`config.mk`:
```
export PLATFORM = sky130hd
export DESIGN_NAME = iic_event_log
export DESIGN_NICKNAME = d
export VERILOG_FILES = /design/src/rtl/iic_event_log_pkg.sv /design/src/rtl/iic_event_log_ram.sv /design/src/rtl/iic_event_log.sv
export SDC_FILE = /design/constraint.sdc
export NUM_CORES = 1
export LEC_CHECK = 0
export CORE_ASPECT_RATIO = 1.1
export CORE_MARGIN = 2
export CORE_UTILIZATION = 35
export DETAILED_ROUTE_END_ITERATION = 8
export SLEW_MARGIN = 20
export SYNTH_ARGS = -nofsm -noshare
export SYNTH_HDL_FRONTEND = slang
export SYNTH_SLANG_ARGS = --single-unit
```
`constraint.sdc`:
```
create_clock -name iClk -period 3.4 [get_ports iClk]
set_input_delay 0.85 -clock iClk [delete_from_list [all_inputs] [get_ports iClk]]
set_output_delay 0.85 -clock iClk [all_outputs]
set_load 0.02 [all_outputs]
```
`src/rtl/iic_event_log_pkg.sv`:
```
// rtl/iic_event_log_pkg.sv - register offsets, STATUS bit indices and access FSM states
package iic_event_log_pkg;

  localparam logic [11:0] OFF_COUNT      = 12'h000;
  localparam logic [11:0] OFF_STATUS     = 12'h001;
  localparam logic [11:0] OFF_CLEAR      = 12'h002;
  localparam logic [11:0] OFF_FREEZE     = 12'h003;
  localparam logic [11:0] OFF_DROPPED    = 12'h004;
  localparam logic [11:0] OFF_ENTRY_BASE = 12'h100;

  localparam int STATUS_OVERFLOW = 0;
  localparam int STATUS_EMPTY    = 1;
  localparam int STATUS_FROZEN   = 2;

  typedef enum logic [1:0] {
    S_IDLE   = 2'd0,
    S_LOOKUP = 2'd1,
    S_ACK    = 2'd2
  } acc_state_e;

endpackage

```
`src/rtl/iic_event_log_ram.sv`:
```
// rtl/iic_event_log_ram.sv - DEPTHx8 simple dual-port RAM, registered read, contents not reset
module event_log_ram #(
  parameter int DEPTH = 128,
  parameter int AW    = $clog2(DEPTH)
) (
  input  logic          iClk,
  input  logic          iWrEn,
  input  logic [AW-1:0] ivWrAddr,
  input  logic [7:0]    ivWrData,
  input  logic [AW-1:0] ivRdAddr,
  output logic [7:0]    ovRdData
);

  logic [7:0] mem [DEPTH];
  logic [7:0] rd_data_d;
  logic [7:0] rd_data_q;

  always_comb begin
    rd_data_d = mem[ivRdAddr];
  end

  always_ff @(posedge iClk) begin
    if (iWrEn) begin
      mem[ivWrAddr] <= ivWrData;
    end
    rd_data_q <= rd_data_d;
  end

  assign ovRdData = rd_data_q;

endmodule

```
`src/rtl/iic_event_log.sv`:
```
// rtl/iic_event_log.sv - block-2 event log: circular capture buffer, control registers, access FSM
module iic_event_log
  import iic_event_log_pkg::*;
#(
  parameter int DEPTH = 128
) (
  input  logic        iClk,
  input  logic        iRst,
  input  logic [12:0] ivRegID,
  input  logic        iRnW,
  input  logic        iBlockEnable,
  input  logic [7:0]  ivWrData,
  input  logic        iEventValid,
  input  logic [7:0]  ivEventCode,
  output logic [7:0]  ovRdData,
  output logic        oAccessDone,
  output logic        oOverflow,
  output logic [7:0]  ovCount
);

  localparam int         AW      = $clog2(DEPTH);
  localparam logic [7:0] DEPTH_B = 8'(DEPTH);

  acc_state_e    state_q, state_d;
  logic [11:0]   acc_off_q, acc_off_d;
  logic          acc_rnw_q, acc_rnw_d;
  logic          acc_wbit_q, acc_wbit_d;
  logic [AW-1:0] wr_ptr_q, wr_ptr_d;
  logic [7:0]    count_q, count_d;
  logic          overflow_q, overflow_d;
  logic          freeze_q, freeze_d;
  logic [7:0]    dropped_q, dropped_d;
  logic [7:0]    reg_val_q, reg_val_d;
  logic          is_entry_q, is_entry_d;
  logic [7:0]    rd_data_q, rd_data_d;

  logic          do_write;
  logic          clear_wr;
  logic          freeze_wr;
  logic          ram_we;
  logic [11:0]   offset;
  logic [11:0]   entry_n;
  logic [AW-1:0] ram_rd_addr;
  logic [7:0]    ram_rd_data;
  logic [7:0]    status;
  logic          unused_bits;

  assign unused_bits = ^{ivRegID[12], ivWrData[7:1]};

  // Access FSM; offset, direction and the FREEZE bit are latched on the enable pulse
  always_comb begin
    state_d    = state_q;
    acc_off_d  = acc_off_q;
    acc_rnw_d  = acc_rnw_q;
    acc_wbit_d = acc_wbit_q;
    do_write   = 1'b0;
    case (state_q)
      S_IDLE: begin
        if (iBlockEnable) begin
          state_d    = S_LOOKUP;
          acc_off_d  = ivRegID[11:0];
          acc_rnw_d  = iRnW;
          acc_wbit_d = ivWrData[0];
        end
      end
      S_LOOKUP: begin
        state_d  = S_ACK;
        do_write = ~acc_rnw_q;
      end
      S_ACK:   state_d = S_IDLE;
      default: state_d = S_IDLE;
    endcase
  end

  assign clear_wr  = do_write && (acc_off_q == OFF_CLEAR);
  assign freeze_wr = do_write && (acc_off_q == OFF_FREEZE);

  // Capture path; a CLEAR in the same cycle swallows the event without counting it
  always_comb begin
    wr_ptr_d   = wr_ptr_q;
    count_d    = count_q;
    overflow_d = overflow_q;
    dropped_d  = dropped_q;
    freeze_d   = freeze_q;
    ram_we     = 1'b0;
    if (clear_wr) begin
      wr_ptr_d   = '0;
      count_d    = 8'd0;
      overflow_d = 1'b0;
      dropped_d  = 8'd0;
    end else if (iEventValid) begin
      if (freeze_q) begin
        if (dropped_q != 8'hFF) dropped_d = dropped_q + 8'd1;
      end else begin
        ram_we   = 1'b1;
        wr_ptr_d = wr_ptr_q + AW'(1);
        if (count_q == DEPTH_B) overflow_d = 1'b1;
        else                    count_d    = count_q + 8'd1;
      end
    end
    if (freeze_wr) freeze_d = acc_wbit_q;
  end

  // Read path stage 1: RAM address and register mux from the live register ID
  always_comb begin
    offset      = ivRegID[11:0];
    entry_n     = offset - OFF_ENTRY_BASE;
    ram_rd_addr = wr_ptr_q - count_q[AW-1:0] + entry_n[AW-1:0];
    is_entry_d  = (offset >= OFF_ENTRY_BASE) && (entry_n < {4'b0000, count_q});
    status                  = 8'd0;
    status[STATUS_OVERFLOW] = overflow_q;
    status[STATUS_EMPTY]    = (count_q == 8'd0);
    status[STATUS_FROZEN]   = freeze_q;
    case (offset)
      OFF_COUNT:   reg_val_d = count_q;
      OFF_STATUS:  reg_val_d = status;
      OFF_FREEZE:  reg_val_d = {7'd0, freeze_q};
      OFF_DROPPED: reg_val_d = dropped_q;
      default:     reg_val_d = 8'd0;
    endcase
    rd_data_d = is_entry_q ? ram_rd_data : reg_val_q;
  end

  event_log_ram #(
    .DEPTH (DEPTH),
    .AW    (AW)
  ) u_ram (
    .iClk     (iClk),
    .iWrEn    (ram_we),
    .ivWrAddr (wr_ptr_q),
    .ivWrData (ivEventCode),
    .ivRdAddr (ram_rd_addr),
    .ovRdData (ram_rd_data)
  );

  always_ff @(posedge iClk or posedge iRst) begin
    if (iRst) begin
      state_q    <= S_IDLE;
      acc_off_q  <= 12'd0;
      acc_rnw_q  <= 1'b0;
      acc_wbit_q <= 1'b0;
      wr_ptr_q   <= '0;
      count_q    <= 8'd0;
      overflow_q <= 1'b0;
      freeze_q   <= 1'b0;
      dropped_q  <= 8'd0;
      reg_val_q  <= 8'd0;
      is_entry_q <= 1'b0;
      rd_data_q  <= 8'd0;
    end else begin
      state_q    <= state_d;
      acc_off_q  <= acc_off_d;
      acc_rnw_q  <= acc_rnw_d;
      acc_wbit_q <= acc_wbit_d;
      wr_ptr_q   <= wr_ptr_d;
      count_q    <= count_d;
      overflow_q <= overflow_d;
      freeze_q   <= freeze_d;
      dropped_q  <= dropped_d;
      reg_val_q  <= reg_val_d;
      is_entry_q <= is_entry_d;
      rd_data_q  <= rd_data_d;
    end
  end

  assign ovRdData    = rd_data_q;
  assign oAccessDone = (state_q == S_ACK);
  assign oOverflow   = overflow_q;
  assign ovCount     = count_q;

endmodule
```
==> impl_metrics.ini, run 1 <==
[global_routing]
grtUsageTotal_pct = 17.2
grt_pass1_vias = 23285
antenna_found_initial = 3
grt_start_max_net_pins = 86
grt_remaining_overflow = 0
grt_first_pass_wirelength_mm = 159

[sta]
worst_slew_margin_relative_to_its_limit_pct = 34.2
fin_setup_tns_ns = -1.68
final.setup_skew_ns = 0.0460
final_hold_viol_count = 0
final_critical_path_time_including_i_o_delays_and_setup_ns = 3.66
slew_viol_final = 0
max_freq_mhz = 274
rsz0062_at_grt = yes
timing.final.ws_setup_ns = -0.256
final-setup-viol-count = 8
finalCritPeriodShare_pct = 108
worstMarginPinSlew_ns = 0.987

[synthesis]
synth-main-ff-cell = edfxtp_1
synth-edff-count = 1024
most_used_standard_cell_by_instance_count_after_synthesis = edfxtp_1
post_synth_num_cell_types = 51
synth.top_cells.by_area = edfxtp_1, mux4_2, dfrtp_1, mux2i_1, nor2_1
syn_area_mm2 = 0.0432
syn-instance-count = 2134
sequential_share_of_the_synthesized_area_pct = 74.9
postSynth.asyncResetShare_pct = 5.32
most_instantiated_cells_after_synthesis = edfxtp_1, mux4_2, nor2_1, mux2i_1, nand2_1
synth_top_area_share_pct = 71.2
mappedNetlistNets = 2192
number_of_warning_messages_in_the_yosys_log = 0
netlist.top_cell.by_area = edfxtp_1
synth_seq_cells = 1090
avgSynthCellArea_um2 = 20.2

[status]
run_status = finished, violations left
violations = setup timing

[layout]
final_layout_size_suffix_gt1_share_pct = 36.1
layout.nets = 2639
n_antenna_cell = 0
seq_area_mm2 = 0.0324
multi_input_comb_area_mm2 = 0.0108
area.growth.synth_to_final_pct = 22.9
fin_cells = 4315
nFillCells = 10505

[clock_network]
worst_skew_late_latency_ns = 0.70
htreeDepth = 3
cts_hold_buffers = 0
tritoncts = yes
cts_buffers = 105
numClockSinks = 1090
cts.clk_slew.worst_paths_ns = 0.06
cts-root-to-sink-buffers = 3
ctsRootBufferMaster = clkbuf_16

[min_path]
worstHoldPathType = in2async

[worst_setup_path]
worst-endpoint-required_ns = 3.98
kind_of_end_point_of_the_critical_path = flop
critical_path.startpoint_type = flop
critPathArrivalTime_ns = 4.23
critical_setup_path_kind = reg2reg
worst_path_max_fanout = 8

[floorplanning]
width_of_the_chip_um = 339
core_mm2 = 0.123
fp.dieH_um = 372
fp.dieArea_mm2 = 0.126
num_rows = 135
ioPinCount = 52
starting_utilization_of_the_core_area_pct = 35.2

[placement]
gp_congestion = 0.849
io_port_bufs = 43
dp.cells = 4086
total_half_perimeter_wirelength_after_legalization_and_detailed_placement_mm = 70.3

[route]
drt_first_pass_iters = 5
route.detailed.drc = 0
wire_per_inst_um = 25.3
route.vias.total = 22471
first_iter_violations = 2386
routed_via_density = 5.21
drt.antenna.violating_nets = 0
drt-total-wl_mm = 109

[run]
drv_cap = 0
==> repair_timing <==
item	CTS	global route
gates cloned	6	3
pin swaps	18	18
setup endpoints to repair	8	8
resized for setup	101	27
buffers inserted	19	10
==> through the flow <==
stage          instance area (um2)  hold slack [ns]  setup slack [ns]  util, %
3_5_place_dp                 48500            0.468             -1.55     39.5
5_1_grt                      53100            0.402            -0.334     43.2
6_report                     53100            0.378            -0.256     43.2
4_1_cts                      52900            0.357            -0.262     43.1
3_3_place_gp                 48500            0.465             -1.54     39.5
2_1_floorplan                43400            0.430           -0.0687        -
==> sequential cells by signal (all words and copies together) (netlist names) <==
signal and count:
ovCount 8, reg_val_q 8, state_q 2, wr_ptr_q 7, acc_rnw_q 1, freeze_q 1, acc_wbit_q 1, u_ram.mem 1024
dropped_q 8, ovRdData 8, oOverflow 1, u_ram.ovRdData 8, is_entry_q 1, acc_off_q 12
==> layout by cell type, fill, tap and decap left out, drive strengths merged, types with 39 or more instances in the layout <==
| cell type | n |
|---|---|
| buf | 407 |
| clkbuf | 127 |
| nand3 | 48 |
| mux2 | 46 |
| nand2 | 86 |
| mux2i | 111 |
| inv | 39 |
| dfrtp | 58 |
| mux4 | 258 |
| edfxtp | 1024 |
| nor2 | 172 |
| clkinv | 45 |
==> critical path: stages, from the launching register on <==
cell and delay, ns:
dfrtp_1 0.39, inv_2 0.09, fa_2 0.46, fa_4 0.91, buf_12 0.21, buf_6 0.13, mux4_2 0.32, mux4_2 0.50
nand2b_1 0.09, a21oi_1 0.08, o41a_1 0.37
==> final cells by class <==
class	instances	share of cell area, %
clock inverter	73	1.52
clock buffer	124	5.12
timing repair buffer	445	8.03
inverter	34	0.254
tap	1644	3.87
multi-input combinational	905	20.3
sequential	1090	60.9
==> final timing paths <==
| path | startpoint | to | slack (ns) | depth (start not counted) |
|---|---|---|---|---|
| worst max register to register | wr_ptr_q[1] | u_ram.ovRdData[6] | -0.26 | 10 |
| worst max-delay path | wr_ptr_q[1] | u_ram.ovRdData[6] | -0.26 | 10 |
| max in group asynchronous | iRst | ovRdData[6] | 2.38 | 3 |
| min in group iClk | reg_val_q[5] | ovRdData[5] | 0.48 | 1 |
| worst min register to register | reg_val_q[5] | ovRdData[5] | 0.48 | 1 |
| worst min-delay path | iRst | ovCount[6] | 0.38 | 2 |
==> per-layer routing <==
metal	part of all wire, %	wire length, um	global-route usage (%)
met4	2.6	2880	5.33
met3	6.1	6690	2.61
met2	51	55900	30.4
met1	40	43700	21.8
met5	0.018	20	0
==> cells by family after synthesis <==
logic type / synth area share, %
buffers and inverters: 1.58
and+or+nand+nor: 3.62
xor gates and xnor gates: 0.545
muxes: 17.2
adders and majority gates: 0.799
AOI/OAI and AO/OA: 1.32
DFF: 74.9
Power of run 1 is not shown: default switching activity piles up to over one toggle a cycle in this logic, so the estimate is an artifact.
==> run 2, diff against run 1 <==
HOLD_SLACK_MARGIN = 0.05   (was unset)
==> results of run 2 <==
Same layout as run 1: the final DEF is identical, and so are final timing and power.
Power of run 2 is left out for the same reason.
